--- config.mk ---
export PLATFORM = sky130hd
export DESIGN_NAME = handshake_const_check
export DESIGN_NICKNAME = d
export VERILOG_FILES = /design/src/rtl/handshake_pkg.sv /design/src/rtl/handshake_fifo2.sv /design/src/rtl/handshake_const_check.sv
export SDC_FILE = /design/constraint.sdc
export NUM_CORES = 1
export LEC_CHECK = 0
export BUFFER_PORTS_ARGS = -buffer_cell sky130_fd_sc_hd__buf_2
export CAP_MARGIN = 30
export CORE_ASPECT_RATIO = 1.2
export CORE_MARGIN = 4
export CORE_UTILIZATION = 30
export CTS_CLUSTER_DIAMETER = 80
export CTS_CLUSTER_SIZE = 14
export DETAILED_ROUTE_END_ITERATION = 16
export HOLD_SLACK_MARGIN = 0.12
export PLACE_DENSITY = 0.66
export SLEW_MARGIN = 5
export SYNTH_ARGS = -nofsm -noshare
export SYNTH_HDL_FRONTEND = slang
export SYNTH_SLANG_ARGS = --single-unit
--- constraint.sdc ---
create_clock -name clk -period 2.5 [get_ports clk]
set_input_delay 0.125 -clock clk [delete_from_list [all_inputs] [get_ports clk]]
set_output_delay 0.125 -clock clk [all_outputs]
set_load 0.1 [all_outputs]
--- src/rtl/handshake_pkg.sv ---
// handshake_pkg
// Shared definitions for the elastic handshake fabric.
//   occ_e      : occupancy encoding of the 2-entry elastic buffer
//   RST_ACTIVE : level of the fabric reset that holds blocks in reset
package handshake_pkg;

    // Occupancy of a 2-entry elastic buffer. The encoding doubles as the
    // number of stored tokens.
    typedef enum logic [1:0] {
        OCC_EMPTY = 2'd0,
        OCC_ONE   = 2'd1,
        OCC_FULL  = 2'd2
    } occ_e;

    // The fabric reset is active-low.
    localparam logic RST_ACTIVE = 1'b0;

endpackage : handshake_pkg

--- src/rtl/handshake_fifo2.sv ---
// handshake_fifo2
// Generic 2-entry elastic buffer with a valid/ready handshake on both sides.
// ins_ready depends on registered occupancy only, so there is no
// combinational path from outs_ready to ins_ready.
// Ports:
//   clk        in   clock, rising edge
//   rst        in   asynchronous reset, active-low
//   ins        in   [WIDTH] input token
//   ins_valid  in   input token present
//   ins_ready  out  buffer can accept a token
//   outs       out  [WIDTH] head token
//   outs_valid out  head token present
//   outs_ready in   downstream accepts the head token
module handshake_fifo2
    import handshake_pkg::*;
#(
    parameter int WIDTH = 1
) (
    input  logic             clk,
    input  logic             rst,
    input  logic [WIDTH-1:0] ins,
    input  logic             ins_valid,
    output logic             ins_ready,
    output logic [WIDTH-1:0] outs,
    output logic             outs_valid,
    input  logic             outs_ready
);

    occ_e             state;
    logic [WIDTH-1:0] head;   // oldest token, drives outs
    logic [WIDTH-1:0] tail;   // second token, only meaningful when FULL
    logic             push;
    logic             pop;

    // Ready is also forced low while reset is held so nothing is accepted
    // during the asynchronous reset window.
    assign ins_ready  = (state != OCC_FULL) & (rst != RST_ACTIVE);
    assign outs_valid = (state != OCC_EMPTY);
    assign outs       = head;

    assign push = ins_valid & ins_ready;
    assign pop  = outs_valid & outs_ready;

    // NOTE: sequential state uses non-blocking assignments so every register
    // samples the pre-edge values of its neighbours.
    always_ff @(posedge clk or negedge rst) begin
        if (!rst) begin
            state <= OCC_EMPTY;
            // NOTE: the storage entries are reset because head is visible
            // on outs, which must read 0 during reset.
            head  <= '0;
            tail  <= '0;
        end else begin
            unique case (state)
                OCC_EMPTY: begin
                    if (push) begin
                        head  <= ins;
                        state <= OCC_ONE;
                    end
                end
                OCC_ONE: begin
                    if (push && pop) begin
                        // Head leaves and the new token replaces it in place.
                        head <= ins;
                    end else if (push) begin
                        tail  <= ins;
                        state <= OCC_FULL;
                    end else if (pop) begin
                        state <= OCC_EMPTY;
                    end
                end
                OCC_FULL: begin
                    // ins_ready is low here, so only a pop can occur.
                    if (pop) begin
                        head  <= tail;
                        state <= OCC_ONE;
                    end
                end
                default: state <= OCC_EMPTY;
            endcase
        end
    end

endmodule : handshake_fifo2

--- src/rtl/handshake_const_check.sv ---
// handshake_const_check
// Sink-side checker for a constant-producer channel. Each accepted token is
// compared against CONST_VALUE; the 1-bit result goes out through a 2-entry
// elastic buffer, and running match/mismatch counters are kept.
// Ports:
//   clk            in   clock, rising edge
//   rst            in   asynchronous reset, active-low
//   ins            in   [DATA_WIDTH] data token
//   ins_valid      in   token present
//   ins_ready      out  block can accept a token
//   outs           out  1 if the token equalled CONST_VALUE
//   outs_valid     out  result token present
//   outs_ready     in   downstream accepts the result
//   match_count    out  [CNT_WIDTH] accepted tokens that matched (wraps)
//   mismatch_count out  [CNT_WIDTH] accepted tokens that mismatched (wraps)
module handshake_const_check
    import handshake_pkg::*;
#(
    parameter int                    DATA_WIDTH  = 32,
    // Typed at DATA_WIDTH so any override is zero-extended or truncated.
    parameter logic [DATA_WIDTH-1:0] CONST_VALUE = '0,
    parameter int                    CNT_WIDTH   = 16
) (
    input  logic                  clk,
    input  logic                  rst,
    input  logic [DATA_WIDTH-1:0] ins,
    input  logic                  ins_valid,
    output logic                  ins_ready,
    output logic                  outs,
    output logic                  outs_valid,
    input  logic                  outs_ready,
    output logic [CNT_WIDTH-1:0]  match_count,
    output logic [CNT_WIDTH-1:0]  mismatch_count
);

    localparam logic [CNT_WIDTH-1:0] CNT_ONE = CNT_WIDTH'(1);

    logic match_bit;
    logic push;

    assign match_bit = (ins == CONST_VALUE);
    assign push      = ins_valid & ins_ready;

    handshake_fifo2 #(
        .WIDTH (1)
    ) u_fifo (
        .clk        (clk),
        .rst        (rst),
        .ins        (match_bit),
        .ins_valid  (ins_valid),
        .ins_ready  (ins_ready),
        .outs       (outs),
        .outs_valid (outs_valid),
        .outs_ready (outs_ready)
    );

    // Counters follow accepted tokens only, independent of downstream
    // back-pressure; both wrap naturally at 2^CNT_WIDTH.
    always_ff @(posedge clk or negedge rst) begin
        if (!rst) begin
            match_count    <= '0;
            mismatch_count <= '0;
        end else if (push) begin
            if (match_bit) match_count    <= match_count + CNT_ONE;
            else           mismatch_count <= mismatch_count + CNT_ONE;
        end
    end

endmodule : handshake_const_check

* Word level (Yosys, flattened, before mapping)
Index checks and enable logic that the tools add are counted.
** Word-level totals
- Bits in registers :: 36
- Output and inout port bits :: 35
- Logic and storage cells :: 40
** Operators by class
- Add/sub/neg operators :: 2
- Eq/ne operators :: 8
- Mux-type cells :: 10
- Bitwise logic cells :: 5
- Reductions and logical operators :: 10
** Operators with widths (number)
- $add 16x1->16 const B :: 2
- $logic_not 32->1 :: 1
- $mux 2 :: 5
- $reduce_and 4->1 :: 2
- $ne 2x1->1 const B :: 3
- $pmux 2 s3 :: 1
- $ne 2x2->1 const B :: 2
- $reduce_and 2->1 :: 2
- $and 1x1->1 :: 3
- $mux 1 :: 3
- $ne 3x1->1 const B :: 1
- $pmux 1 s3 :: 1
- $reduce_and 3->1 :: 1
- $reduce_bool 3->1 :: 1
- $eq 2x1->1 const B :: 1
- $eq 2x2->1 const B :: 1
- $logic_not 2->1 :: 1
- $not 1->1 :: 2
- $reduce_bool 2->1 :: 1
- $logic_and 1x1->1 :: 1

* Depth between registers and ports, before layout
Gate-level depths: netlist of the first run.
- Word-level depth :: 6
- Mapped depth :: 6
- Mapped depth without buffers :: 6

* Modules after synthesis
A second synthesis of the first run with hierarchy kept.
** Unflattened totals
- Cells, all modules :: 163
- Area, all modules :: 1781.7 um2
** Modules (own cells, without submodules)
- handshake_const_check :: instances 1, cells each 141, area each 1560.2 um2, sequential area each 800.8 um2
- handshake_fifo2 :: instances 1, cells each 22, area each 221.5 um2, sequential area each 100.1 um2

* Worst setup path before layout of the first run
Ideal clock, no wire load.
- Path type :: register to register
- Start :: register match_count[0]
- End :: register match_count[6]
- Arrival time :: 1978 ps
- Path slack :: 367 ps
- Stages on the path, launching flop included :: 5
- Path buffers :: 0
- Cells stage by stage :: dfrtp_1 -> ha_1 -> nand2_1 -> or4_4 -> xnor2_2
** Between the ends
- Longest elaborated chain between the ends :: 1
** RTL lines
- start: declaration :: line handshake_const_check.sv:32 : output logic [CNT_WIDTH-1:0] match_count,
- start signal: assignment :: line handshake_const_check.sv:64 : if (match_bit) match_count <= match_count + CNT_ONE;
- $add 16x1->16 :: line handshake_const_check.sv:64
No other way between the ends.
A chain may end at the register's enable or synchronous reset.

* Final worst setup path of the first run
- Start :: input rst
- End :: output ins_ready
** Between the ends
- Longest elaborated chain between the ends :: 1
** RTL lines
- start: declaration :: line handshake_const_check.sv:25 : input logic rst,
- $and 1x1->1 :: line handshake_fifo2.sv:37 : assign ins_ready = (state != OCC_FULL) & (rst != RST_ACTIVE);
- end: declaration :: line handshake_const_check.sv:28 : output logic ins_ready,
No other way between the ends.

==> results by stage, run 1 <==
Drt:
- Using the TritonRoute via totals, the vias-per-cell ratio works out to 4.75.
- The uppermost metal layer occupied by signal nets is met4.
- The routed wirelength normalized by instance count is 13.2 um.
- In the routed design, unresolved DRC markers number 0.
- The detailed router placed 1550 vias in this run.
- The number of optimization iterations in the first detailed-route pass is 4.
- The detailed router finished its first iteration with 56 violations.
- The total routed wire length on the met1 layer is 1860 um.
- The total met3 wirelength after detailed routing is 220 um.
- After detailed routing, the total wire length is 4290 um.
- The detailed route wirelength on metal2 is 2130 um.
- Once detail routing completed, the nets flagged for antenna violations numbered 0.

Clock tree:
- The insertion delay of the later-clocked pin in the worst-skew pair is 0.29 ns.
- The number of post-CTS setup repair buffers is 0.
- Buffers inserted to repair hold after CTS numbered 2.
- The number of cells upsized or downsized after cts is 0.
- In this run the deepest clock path goes through 2 buffers.
- The total CTS buffers is 5.
- The total number of H-tree levels is 2.
- The clock tree from TritonCTS is built.
- The cell at the root of the clock tree is sky130_fd_sc_hd__clkbuf_8.
- The clock input transition at the sequential cells of the worst setup and hold paths is 0.07 ns.
- The sink count of the clock tree is 36.

Synthesis:
- The gate count of the mapped netlist is 168.
- The number of nets in the synthesized netlist is 206.
- The synthesized-area fraction occupied by ao, oa, aoi and oai cells is 0.0248.
- Counting flops with an async set or reset pin after synthesis yields a share of 1.00.
- The count of unique library cells instantiated by Yosys is 29.
- The total of warnings raised by yosys is 0.
- Of the post-synthesis cell area, the dominant cell type holds 0.509.
- The post-synthesis instance area is 1770 sq um.
- The area fraction in and, or, nand and nor cells after synthesis is 0.273.
- In this run the mean area of a mapped cell was 10.5 sq um.
- For this run, the leading register cell type out of synthesis is sky130_fd_sc_hd__dfrtp_1.
- Of the total synthesized cell area, the portion taken by XOR and XNOR cells is 0.153.
- After synthesis the netlist holds a flip-flop and latch count of 36.
- Of the total synthesized cell area, the portion taken by full adders, half adders and majority gates is 0.0141.
- The top cell type by total area after synthesis is sky130_fd_sc_hd__dfrtp_1.
- The share of the yosys chip area belonging to registers is 0.509.
- After synthesis, the largest family of logic cells by area is simple AND/OR/NAND/NOR gates.
- The number of flops mapped to enable cells by yosys is 0.
- In the post-synthesis netlist, the biggest area contributors are sky130_fd_sc_hd__dfrtp_1, sky130_fd_sc_hd__xor2_1, sky130_fd_sc_hd__xnor2_1.
- Measured against the total synthesized area, the mux share comes to 0.0191.

Critical path:
- The maximum fanout along the worst path is 38.
- Measured in cells, the most critical reg-to-reg path has a length of 4.
- The delay of the slowest critical-path stage is 0.52 ns.
- The sort of element at the start of the critical path is a primary input.
- Data on the critical path arrives at its endpoint at 1.89 ns.
- The worst-case register-to-register setup slack is 0.66 ns.
- Among all stages on the critical path, the largest delay is contributed by sky130_fd_sc_hd__dlygate4sd3_1.
- The critical register-to-register path endpoint is match_count[6]$_DFFE_PN0P_.
- The most used cell along the critical path is sky130_fd_sc_hd__buf_2.
- The kind of end point of the critical path is a primary output.
- The worst path required time is 2.38 ns.
- The signal on the critical path passes through dlygate4sd3_1 -> buf_2 -> buf_4 -> nor2b_1 -> buf_2.
- The critical path class is in2out.
- In this run the critical register-to-register path is launched from u_fifo.state[1]$_DFFE_PN0P_.

Global route:
- For this run the aggregate overflow at the end of global routing stands at 0.
- The first global-routing pass estimated 7520 um of wire.
- The largest net degree at the start of global routing is 39.
- The via count of the first global-routing pass is 1633.
- The number of antenna violations at the first check in global routing is 0.
- The global-route total usage across every layer is 0.131.

Floorplanning:
- The total I/O pin count is 71.
- The floorplan die area is 7200 sq um.
- The total core area is 5710 sq um.
- The die is 92.1 um tall.
- The starting density of the core is 0.310.
- After floorplanning, the core was divided into 30 placement rows.
- From left edge to right edge, the die measures 78.1 um.

Power:
- The power after layout is 1780 uW.
- The peak supply drop is 627 uV.
- The analysis attributes to cell leakage a power of 0.00120 uW.
- Dividing total power by cell area gives a power density of 760 nW/um^2.

Finish:
- For this run, the share of the core covered by cells in the final layout is 0.410.
- The net count reported at finish is 284.
- The share of post-route cells with drive strength above 1 is 0.362.
- The number of standard cells in the layout, taps in and fillers out is 326.
- After routing the design area is 2340 sq um.
- The multi-input logic area is 856 sq um.
- The area taken by flip-flops and latches is 901 sq um.
- Leaving out fill and tap cells, the most frequent cells in the layout are sky130_fd_sc_hd__buf_2, sky130_fd_sc_hd__dfrtp_1, sky130_fd_sc_hd__nor4_1, sky130_fd_sc_hd__nand2_1, sky130_fd_sc_hd__xor2_1.
- Compared with the post-synthesis result, the final layout area differs by 32.2%.
- After filler insertion, the fill cell instance count of the layout stands at 605.
- 0 antenna diodes ended up in the layout.
- The library cell used most frequently in the layout, excluding fill and tap cells, is sky130_fd_sc_hd__buf_2.

STA:
- The number of pins exceeding their max-slew limit in the final report is 0.
- The time the final worst path needs with I/O delays and setup is 2.02 ns.
- Headroom to the max-slew limit came out at 0.672.
- Setup repair after global routing left no endpoint under its margin.
- For the pin with the worst max-slew slack, the measured transition is 0.495 ns.
- The total negative slack for setup checks is 0 ns.
- Clock skew on the completed layout was measured at 0.00181 ns.
- Of the available clock period, the critical path in the final layout requires 0.806.
- Timing would allow up to 496 MHz.
- The number of hold violations in the final report is 0.
- The total setup violations reported at the end of the flow is 0.

Hold path:
- In this run the worst hold path is classified as in2reg.
- The cell depth of the worst min-delay path is 3.
- The startpoint identified for the worst hold timing path is ins_valid.
- The endpoint of the worst hold path is u_fifo.state[0]$_DFFE_PN0P_.

Placed design:
- The final estimated routing congestion in global placement is 0.786.
- In this run the tool buffered the top-level ports with 70 buffer cells.
- The placed standard-cell area is 2220 sq um.
- Including well taps, the total number of placed cells is 317.
- The sum of net half-perimeters after detailed placement is 3330 um.

Job:
- The number of max-cap violations is 0.

Status:
- The flow ran to the end, and the final reports show no timing, DRC or antenna violations.
-- where the power goes --
group	leakage (uW)	total (uW)	switching, uW	internal (uW)
Combinational	0.000663	630	515	115
Sequential	0.000488	707	71.3	635
Clock	0.0000503	441	196	245
-- critical path, delay by kind of cell --
family | cells | cell delay (ns)
buffers and inverters | 4 | 1.52
AND/OR/NAND/NOR | 1 | 0.23
-- cells in the mapped netlist, types with 2 or more instances --
library cell                n
sky130_fd_sc_hd__clkbuf_1   2
sky130_fd_sc_hd__and3_1     3
sky130_fd_sc_hd__nor3_1     5
sky130_fd_sc_hd__o22ai_1    3
sky130_fd_sc_hd__xnor2_1   13
sky130_fd_sc_hd__dfrtp_1   36
sky130_fd_sc_hd__ha_1       2
sky130_fd_sc_hd__nor4_1    16
sky130_fd_sc_hd__nand2_1   16
sky130_fd_sc_hd__xor2_1    16
sky130_fd_sc_hd__nor2_1    11
sky130_fd_sc_hd__a21oi_1    2
sky130_fd_sc_hd__mux2_2     3
sky130_fd_sc_hd__nand3_1   11
sky130_fd_sc_hd__or2_2      2
sky130_fd_sc_hd__nand4_1   12
sky130_fd_sc_hd__nor2b_1    3
-- kinds of logic after synthesis --
kind of cell	count (synthesis)
AOI/OAI and AO/OA	7
xor gates and xnor gates	30
and+or+nand+nor	87
buffers and inverters	3
DFF	36
adders and majority gates	2
muxes	3
-- how the worst max path moves through the flow --
stage	slack, ns	end	from
2_1_floorplan	0.37	match_count[6]$_DFFE_PN0P_	match_count[0]$_DFFE_PN0P_
3_3_place_gp	0.62	match_count[6]$_DFFE_PN0P_	ins[2]
3_5_place_dp	0.59	match_count[6]$_DFFE_PN0P_	ins[10]
4_1_cts	0.41	ins_ready	rst
5_1_grt	0.35	ins_ready	rst
6_report	0.48	ins_ready	rst
-- through the flow --
stage / hold slack [ns] / setup WS (ns)
4_1_cts: 0.193 / 0.411
2_1_floorplan: -0.171 / 0.367
3_5_place_dp: 0.267 / 0.594
5_1_grt: 0.228 / 0.354
3_3_place_gp: 0.277 / 0.625
6_report: 0.190 / 0.484
-- area by class of cell --
class                   count  area share
clock buffers               7      0.0412
multi-input cells         129       0.366
repair buffers             74       0.165
flip-flops and latches     36       0.385
well taps                  80      0.0428
-- sequential cells by signal (all words and copies together), names as in the netlist --
| signal | cells |
|---|---|
| u_fifo.tail | 1 |
| mismatch_count | 16 |
| match_count | 16 |
| u_fifo.state | 2 |
| u_fifo.outs | 1 |
-- routing by layer --
layer	track usage	vias up
met2	0.213	41
li1	-	762
met5	0	-
met4	0.0525	0
met1	0.166	739
met3	0.0314	8
No activity file was read; power rests on OpenSTA's default activity.
==> run 2, diff against run 1 <==
- ABC_AREA: not set -> 1
- PLACE_DENSITY: 0.66 -> 0.65
- clock period: 2.5 -> 1.7 ns (I/O delays scaled with it)
==> run 2 against run 1 <==
Sequential share of layout area fell by 6.9 points; die area rose by 31%; sequential power rose by 43%; clock power rose by 36%; cell area rose by 28%; setup slack got worse by 0.31 ns; via count rose by 58%; first-iteration DRC count rose by 79%; global-route usage rose by 0.49 points; register-to-register slack got worse by 0.49 ns; critical path type is now reg2reg; highest routed layer unchanged; critical endpoint is now mismatch_count[14]$_DFFE_PN0P_; area after synthesis rose by 35%.
==> results by stage, run 2 <==
Status:
- The run finished with clean final reports.

Synthesis:
- The post-synthesis instance area is 2380 sq um (+35%).
- By area the synthesized netlist is led by sky130_fd_sc_hd__dfrtp_1, sky130_fd_sc_hd__nand2_1, sky130_fd_sc_hd__nand3_1.
- In the synthesized netlist the dominant register cell turns out to be sky130_fd_sc_hd__dfrtp_1.
- The post-synthesis sequential element count is 36 (unchanged).
- The share of the yosys chip area belonging to registers is 0.378 (-0.131).
- The number of flops mapped to enable cells by yosys came to 0 (unchanged).
- The share of the synthesized area in the top cell type came to 0.378 (-0.131).
- The synthesized area per cell was 6.79 sq um (-36%).
- After synthesis, the most frequently instantiated cells are sky130_fd_sc_hd__nand2_1, sky130_fd_sc_hd__nor2_1, sky130_fd_sc_hd__nand3_1.
- The share of synthesized flip-flops with an asynchronous set or reset came to 1.00 (unchanged).
- The dominant cell by count in the synthesized netlist is sky130_fd_sc_hd__nand2_1.
- The total of warnings raised by yosys is 0 (unchanged).
- The count of unique library cells instantiated by Yosys is 27 (-6.9%).
- The gate count of the mapped netlist is 351 (+110%).
- The top cell type by total area after synthesis is sky130_fd_sc_hd__dfrtp_1.
- The number of nets in the synthesized netlist is 389 (+89%).

Placed design:
- The placed standard-cell area is 2880 sq um (+30%).
- The minimum setup slack after placement was 0.197 ns (-0.397 ns).
- The count of buffers inserted at the top-level ports came to 70 (unchanged).
- The final estimated routing congestion in global placement came to 0.810 (+3.1%).
- The sum of net half-perimeters after detailed placement is 4700 um (+41%).

Clock tree:
- The total number of H-tree levels is 2 (unchanged).
- The total CTS buffers is 5 (unchanged).
- The clock tree from TritonCTS is built.
- The clock input transition at the sequential cells of the worst setup and hold paths was 0.08 ns (about the same).
- The number of post-CTS setup repair buffers is 0 (unchanged).
- The sink count of the clock tree is 36 (unchanged).
- The insertion delay of the later-clocked pin in the worst-skew pair is 0.29 ns (about the same).
- The maximum buffer depth of the clock tree is 2 (unchanged).
- The cell at the root of the clock tree is sky130_fd_sc_hd__clkbuf_8.

Critical path:
- The buffer and inverter count on the worst path is 0 (-4).
- The critical path class is reg2reg.
- The maximum fanout along the worst path was 5 (-87%).
- The worst-case register-to-register setup slack is 0.17 ns (-0.49 ns).
- The number of stages on the worst setup path came to 8 (+3).
- Broken down by cell family, the worst path's largest delay share belongs to simple AND/OR/NAND/NOR gates.
- The signal on the critical path passes through ha_1 -> nand3_1 -> nor2_1 -> nand3_1 -> nand2_1 -> nand2_1 -> nand3_1 -> nand2_1.
- The slowest stage cell on the critical path is sky130_fd_sc_hd__dfrtp_4.
- The kind of end point of the critical path is a register.
- The critical register-to-register path endpoint is mismatch_count[14]$_DFFE_PN0P_.
- The launch instance of the worst register-to-register path is mismatch_count[0]$_DFFE_PN0P_.
- The delay of the slowest critical-path stage was 0.44 ns (-0.08 ns).
- STA classifies the critical path startpoint as a register.
- The worst path required time is 1.89 ns (-0.49 ns).
- The logic depth of the worst register-to-register path is 8 (+4).
- The arrival time of data at the critical path endpoint came to 1.72 ns (-0.17 ns).

Global route:
- The number of antenna violations at the first check in global routing is 0 (unchanged).
- The largest net degree at the start of global routing is 37 (-5.1%).
- The global-route total usage across every layer is 0.136 (+0.00491).
- The global-route wire length before repair is 10400 um (+39%).
- The via count of the first global-routing pass came to 2323 (+42%).
- The remaining global-route overflow is 0 (unchanged).

Power:
- The fraction of power spent switching nets was 0.405 (-0.0349).
- The net load switching power is 935 uW (+19%).
- The leakage power of the design was 0.00153 uW (+27%).
- The peak supply drop is 1150 uV (+84%).
- The power density over the cells was 774 nW/um^2 (+1.7%).
- The combinational share of power is 0.302 (-0.052).
- The sequential fraction of design power is 0.439 (+0.042).
- The cell internal power dissipation came to 1370 uW (+38%).
- The part of the total power dissipated in the clock network is 0.259 (+0.011).

STA:
- The worst-case setup margin in the final layout is 0.172 ns (-0.312 ns).
- The number of hold violations in the final report is 0 (unchanged).
- The number of pins exceeding their max-slew limit in the final report was 0 (unchanged).
- The total setup violations reported at the end of the flow is 0 (unchanged).
- The final period utilization is 0.899.
- The slew at the pin closest to its max-slew limit is 0.501 ns (+0.00669 ns).
- Setup repair after global routing left no endpoint under its margin.
- Derived from the worst setup path, the maximum achievable clock frequency is 655 MHz.
- The clock tree skew after final layout is 0.0139 ns (+0.0121 ns).
- The headroom to the max-slew limit was 0.668 (-0.00443).
- The time the final worst path needs with I/O delays and setup is 1.53 ns.
- The total negative slack for setup checks came to 0 ns (unchanged).
- The worst hold slack across all endpoints is 0.231 ns (+0.0415 ns).

Finish:
- The share of post-route cells with drive strength above 1 was 0.281 (-0.0808).
- The top cell types in the final layout, fill and taps aside, are sky130_fd_sc_hd__nand2_1, sky130_fd_sc_hd__buf_2, sky130_fd_sc_hd__nor2_1, sky130_fd_sc_hd__nand3_1, sky130_fd_sc_hd__dfrtp_2.
- The area of all placed cells without fillers came to 2980 sq um (+28%).
- The net count reported at finish is 464 (+63%).
- The most common library cell in the layout ignoring fill and taps is sky130_fd_sc_hd__nand2_1.
- The final design utilization is 0.387 (-0.0230).
- The antenna diode count came to 0 (unchanged).
- The number of fill cells in the layout came to 833 (+38%).
- The area overhead of the layout relative to synthesis is 25.2%.
- The largest registers in the layout are match_count (16), mismatch_count (16), u_fifo.state (2).

Drt:
- The routed wirelength normalized by instance count is 11.9 um (-9.4%).
- The detailed router's first-iteration violation count is 100 (+79%).
- The via count came to 2451 (+58%).
- The detailed-route vias per instance came to 4.72 (-0.67%).
- The antenna violation net count after detailed routing came to 0 (unchanged).
- The number of optimization iterations in the first detailed-route pass was 4 (unchanged).
- The post-route DRC violation count is 0 (unchanged).
- The aggregate routed wire length is 6180 um (+44%).

Hold path:
- The worst hold path begins at ins_valid.
- The worst hold path belongs to the class in2reg.
- For hold timing, the worst endpoint is mismatch_count[15]$_DFFE_PN0P_.
- The cell depth of the worst min-delay path is 5 (+2).

Floorplanning:
- The total core area is 7710 sq um (+35%).
- The x dimension of the die is 89.3 um (+14%).
- The floorplan die area came to 9440 sq um (+31%).
- The total I/O pin count is 71 (unchanged).
- The starting density of the core is 0.309 (-0.000997).
- The cell row count is 35 (+17%).
- The die height was 106 um (+15%).

Job:
- The number of max-cap violations is 0 (unchanged).
==> run 2: worst max path at each step <==
stage / slack, ns / start / end
2_1_floorplan: 0.0004 / mismatch_count[1]$_DFFE_PN0P_ / mismatch_count[14]$_DFFE_PN0P_
3_3_place_gp: 0.25 / mismatch_count[0]$_DFFE_PN0P_ / mismatch_count[14]$_DFFE_PN0P_
3_5_place_dp: 0.20 / mismatch_count[0]$_DFFE_PN0P_ / mismatch_count[14]$_DFFE_PN0P_
4_1_cts: 0.18 / mismatch_count[0]$_DFFE_PN0P_ / mismatch_count[14]$_DFFE_PN0P_
5_1_grt: 0.06 / mismatch_count[0]$_DFFE_PN0P_ / mismatch_count[14]$_DFFE_PN0P_
6_report: 0.17 / mismatch_count[0]$_DFFE_PN0P_ / mismatch_count[14]$_DFFE_PN0P_
==> run 2: layout make-up <==
cell class / instances / area (sq um) / area share
multi-input cells: 286 / 1350 / 0.453
flip-flops and latches: 36 / 943 / 0.316
repair buffers: 75 / 408 / 0.137
well taps: 92 / 115 / 0.0386
inverters: 22 / 82.6 / 0.0277
clock buffers: 7 / 76.3 / 0.0256
clock inverters: 1 / 5.00 / 0.00168
==> run 2: what timing repair did <==
| item | 4_1_cts | 5_1_grt |
|---|---|---|
| endpoints found under the setup margin | 0 | 1 |
| gates resized for setup | 0 | 1 |
| hold endpoints to repair | 37 | 0 |
| hold buffers | 2 | 0 |
==> run 2: routing by layer <==
| layer | vias up | global-route usage | share of wire |
|---|---|---|---|
| met5 | - | 0 | 0 |
| met4 | 0 | 0.0287 | 0.0095 |
| met3 | 5 | 0.0336 | 0.059 |
| met2 | 57 | 0.236 | 0.50 |
| met1 | 1124 | 0.167 | 0.44 |
| li1 | 1265 | - | - |
==> run 2: stage by stage <==
stage | std cells | total power (uW)
3_5_place_dp | 509 | 1730
6_report | 519 | 2310
4_1_cts | 519 | 2340
3_3_place_gp | 509 | 1720
5_1_grt | 519 | 2430
2_1_floorplan | 351 | 1560
==> run 2: cell families (layout without fill, tap and decap cells) <==
group / count (synthesis) / in the layout / share of synthesized area
compound gates: 10 / 10 / 0.0289
simple gates: 260 / 260 / 0.475
flops: 36 / 36 / 0.378
xor+xnor: 14 / 14 / 0.0515
buf+inv: 29 / 105 / 0.0557
fa+ha+maj: 2 / 2 / 0.0105
==> run 2: worst reg2reg max path, stage by stage (launching register included) <==
cell and delay [ns]:
sky130_fd_sc_hd__dfrtp_4 0.44, sky130_fd_sc_hd__ha_1 0.23, sky130_fd_sc_hd__nand3_1 0.18, sky130_fd_sc_hd__nor2_1 0.23, sky130_fd_sc_hd__nand3_1 0.10, sky130_fd_sc_hd__nand2_1 0.07
sky130_fd_sc_hd__nand2_1 0.05, sky130_fd_sc_hd__nand3_1 0.07, sky130_fd_sc_hd__nand2_1 0.06
==> run 2: power groups by stage <==
stage	Sequential (uW)	Clock (uW)	Combinational (uW)
after floorplan	1360	0	207
after global placement	1020	0	698
after detailed placement	1030	0	701
after CTS	1010	624	705
after global routing	1020	660	745
final	1010	598	696
==> run 3, diff against run 2 <==
- ABC_AREA: 1 -> not set
- PLACE_DENSITY: 0.65 -> 0.68
==> run 3 against run 2 <==
Non-clock buffer count up 7; sequential share of layout area up 5.9 points; setup slack worse by 0.11 ns; maximum frequency down 6.5%; largest cell class is now flip-flops and latches; largest power group unchanged; highest routed layer unchanged.
==> results by stage, run 3 (same netlist as run 1, synthesis figures left out) <==
Placed design:
- The sum of net half-perimeters after detailed placement is 3560 um (-24%).
- The count of buffers inserted at the top-level ports is 70 (unchanged).
- The final estimated routing congestion in global placement is 0.804 (-0.79%).

Finish:
- The share of post-route cells with drive strength above 1 came to 0.510 (+0.229).
- The area overhead of the layout relative to synthesis is 45.1%.
- Leaving out fill and tap cells, the most frequent cells in the layout are sky130_fd_sc_hd__buf_2, sky130_fd_sc_hd__xor2_1, sky130_fd_sc_hd__nor4_1, sky130_fd_sc_hd__nand2_1.
- The number of fill cells in the layout is 587 (-30%).
- The largest registers in the layout are match_count (16), mismatch_count (16), u_fifo.state (2).
- The net count reported at finish came to 292 (-37%).
- The antenna diode count is 0 (unchanged).
- The most common library cell in the layout ignoring fill and taps is sky130_fd_sc_hd__buf_2.

Hold path:
- The cell depth of the worst min-delay path is 3 (-2).
- The critical hold path startpoint is ins_valid.
- The endpoint of the worst hold path is u_fifo.state[0]$_DFFE_PN0P_.
- The min-delay analysis places its worst path in the category in2reg.

Global route:
- The number of antenna violations at the first check in global routing came to 0 (unchanged).
- The global-route total usage across every layer is 0.143 (+0.00756).
- The largest net degree at the start of global routing is 37 (unchanged).
- The global-route wire length before repair is 8030 um (-23%).
- The via count of the first global-routing pass came to 1671 (-28%).
- The remaining global-route overflow is 0 (unchanged).

Drt:
- The via count came to 1602 (-35%).
- The post-route DRC violation count is 0 (unchanged).
- The antenna violation net count after detailed routing came to 0 (unchanged).
- The number of optimization iterations in the first detailed-route pass is 4 (unchanged).
- The detailed router's first-iteration violation count is 28 (-72%).
- The detailed-route vias per instance is 4.78 (+1.3%).
- The aggregate routed wire length is 4710 um (-24%).
- The routed wirelength normalized by instance count is 14.1 um (+18%).

Floorplanning:
- The starting density of the core is 0.310 (+0.000997).
- The die height was 92.1 um (-13%).
- The total I/O pin count is 71 (unchanged).
- The floorplan die area is 7200 sq um (-24%).
- The total core area is 5710 sq um (-26%).
- The cell row count was 30 (-14%).
- The x dimension of the die is 78.1 um (-13%).

Critical path:
- The arrival time of data at the critical path endpoint was 1.82 ns (+0.10 ns).
- The worst path required time came to 1.88 ns (about the same).
- The worst-case register-to-register setup slack is 0.09 ns (-0.08 ns).
- The maximum fanout along the worst path is 6 (+1).
- The critical path class is in2reg.
- The worst register-to-register path begins at u_fifo.state[1]$_DFFE_PN0P_.
- In this run the critical register-to-register path is captured at match_count[6]$_DFFE_PN0P_.
- The logic depth of the worst register-to-register path was 4 (-4).
- STA classifies the critical path startpoint as a primary input.
- STA classifies the critical path endpoint as a register.

Clock tree:
- The clock input transition at the sequential cells of the worst setup and hold paths came to 0.07 ns (about the same).
- The number of post-CTS setup repair buffers came to 0 (unchanged).
- The total CTS buffers is 5 (unchanged).
- The maximum buffer depth of the clock tree is 2 (unchanged).
- The total number of H-tree levels is 2 (unchanged).
- The insertion delay of the later-clocked pin in the worst-skew pair is 0.29 ns (about the same).
- The cell sitting at the root of the clock tree is a sky130_fd_sc_hd__clkbuf_8.
- The sink count of the clock tree is 36 (unchanged).
- The clock tree from TritonCTS is built.

Status:
- The run finished with clean final reports.

STA:
- The slew at the pin closest to its max-slew limit was 0.501 ns (-0.000553 ns).
- The headroom to the max-slew limit was 0.668 (about the same).
- The time the final worst path needs with I/O delays and setup is 1.63 ns (+0.107 ns).
- Setup repair after global routing could not meet its margin everywhere.
- The total setup violations reported at the end of the flow is 0 (unchanged).
- The final period utilization was 0.961 (+0.0627).
- The number of hold violations in the final report is 0 (unchanged).
- The total negative slack for setup checks is 0 ns (unchanged).
- The clock tree skew after final layout is 0.00673 ns (-0.00720 ns).
- The highest attainable clock frequency was 612 MHz (-6.5%).
- The number of pins exceeding their max-slew limit in the final report is 0 (unchanged).

Job:
- The number of max-cap violations is 0 (unchanged).

Power:
- The fraction of power spent switching nets is 0.430 (+0.0245).
- The cell internal power dissipation is 1590 uW (+16%).
- The sequential fraction of design power came to 0.381 (-0.058).
- The leakage power of the design is 0.00122 uW (-20%).
- The peak supply drop is 756 uV (-34%).
- The power density over the cells is 1080 nW/um^2 (+40%).
- The combinational share of power is 0.350 (+0.048).
- The net load switching power is 1190 uW (+28%).
- The power after layout is 2780 uW (+21%).
- The part of the total power dissipated in the clock network is 0.269 (+0.010).
## run 3: final cells by class
type	count	area, sq um	area share
Multi-Input combinational cell	129	897	0.349
Clock buffer	6	72.6	0.0283
Sequential cell	36	965	0.376
Tap cell	80	100	0.0390
Timing Repair Buffer	82	498	0.194
Clock inverter	2	35.0	0.0136
## run 3: what timing repair did
action,CTS,global route
hold endpoints to repair,37,0
resized for setup,0,6
endpoints found under the setup margin,0,18
hold buffers,3,0
## run 3: how the worst max path moves through the flow
| stage | start | to | slack [ns] | depth (start not counted) |
|---|---|---|---|---|
| after floorplan | u_fifo.state[1]$_DFFE_PN0P_ | match_count[6]$_DFFE_PN0P_ | -0.03 | 5 |
| after global placement | ins[1] | match_count[6]$_DFFE_PN0P_ | 0.04 | 6 |
| after detailed placement | ins[1] | match_count[6]$_DFFE_PN0P_ | 0.008 | 6 |
| after CTS | rst | match_count[6]$_DFFE_PN0P_ | 0.006 | 6 |
| after global routing | rst | match_count[4]$_DFFE_PN0P_ | 0.0009 | 8 |
| final | rst | match_count[6]$_DFFE_PN0P_ | 0.07 | 6 |
## run 3: per-layer routing
metal / up-vias / global-route usage / wire length, um
met5: - / 0 / 0
met1: 772 / 0.170 / 2010
met4: 0 / 0.0641 / 78
li1: 787 / - / -
met2: 36 / 0.246 / 2420
met3: 7 / 0.0314 / 200
## run 3: per-stage QoR
step	setup WS (ns)	util	instance area, sq um	hold WS [ns]	std cells
6_report	0.0658	0.450	2570	0.150	335
5_1_grt	0.000893	0.450	2570	0.167	335
2_1_floorplan	-0.0311	-	1860	-0.211	168
3_5_place_dp	0.00769	0.420	2390	0.203	324
4_1_cts	0.00611	0.446	2540	0.131	335
3_3_place_gp	0.0357	0.420	2390	0.211	324
## run 3: critical path, stage by stage
cell,delay [ns]
sky130_fd_sc_hd__dlygate4sd3_1,0.53
sky130_fd_sc_hd__buf_2,0.13
sky130_fd_sc_hd__nand2_2,0.11
sky130_fd_sc_hd__or2_4,0.29
sky130_fd_sc_hd__or4_4,0.53
sky130_fd_sc_hd__xnor2_2,0.14
## run 3: power groups by stage
stage	clock, uW	sequential, uW	combinational [uW]
4_1_cts	768	1060	971
5_1_grt	808	1080	1020
3_3_place_gp	0	1080	947
6_report	748	1060	972
3_5_place_dp	0	1080	958
2_1_floorplan	0	1590	217
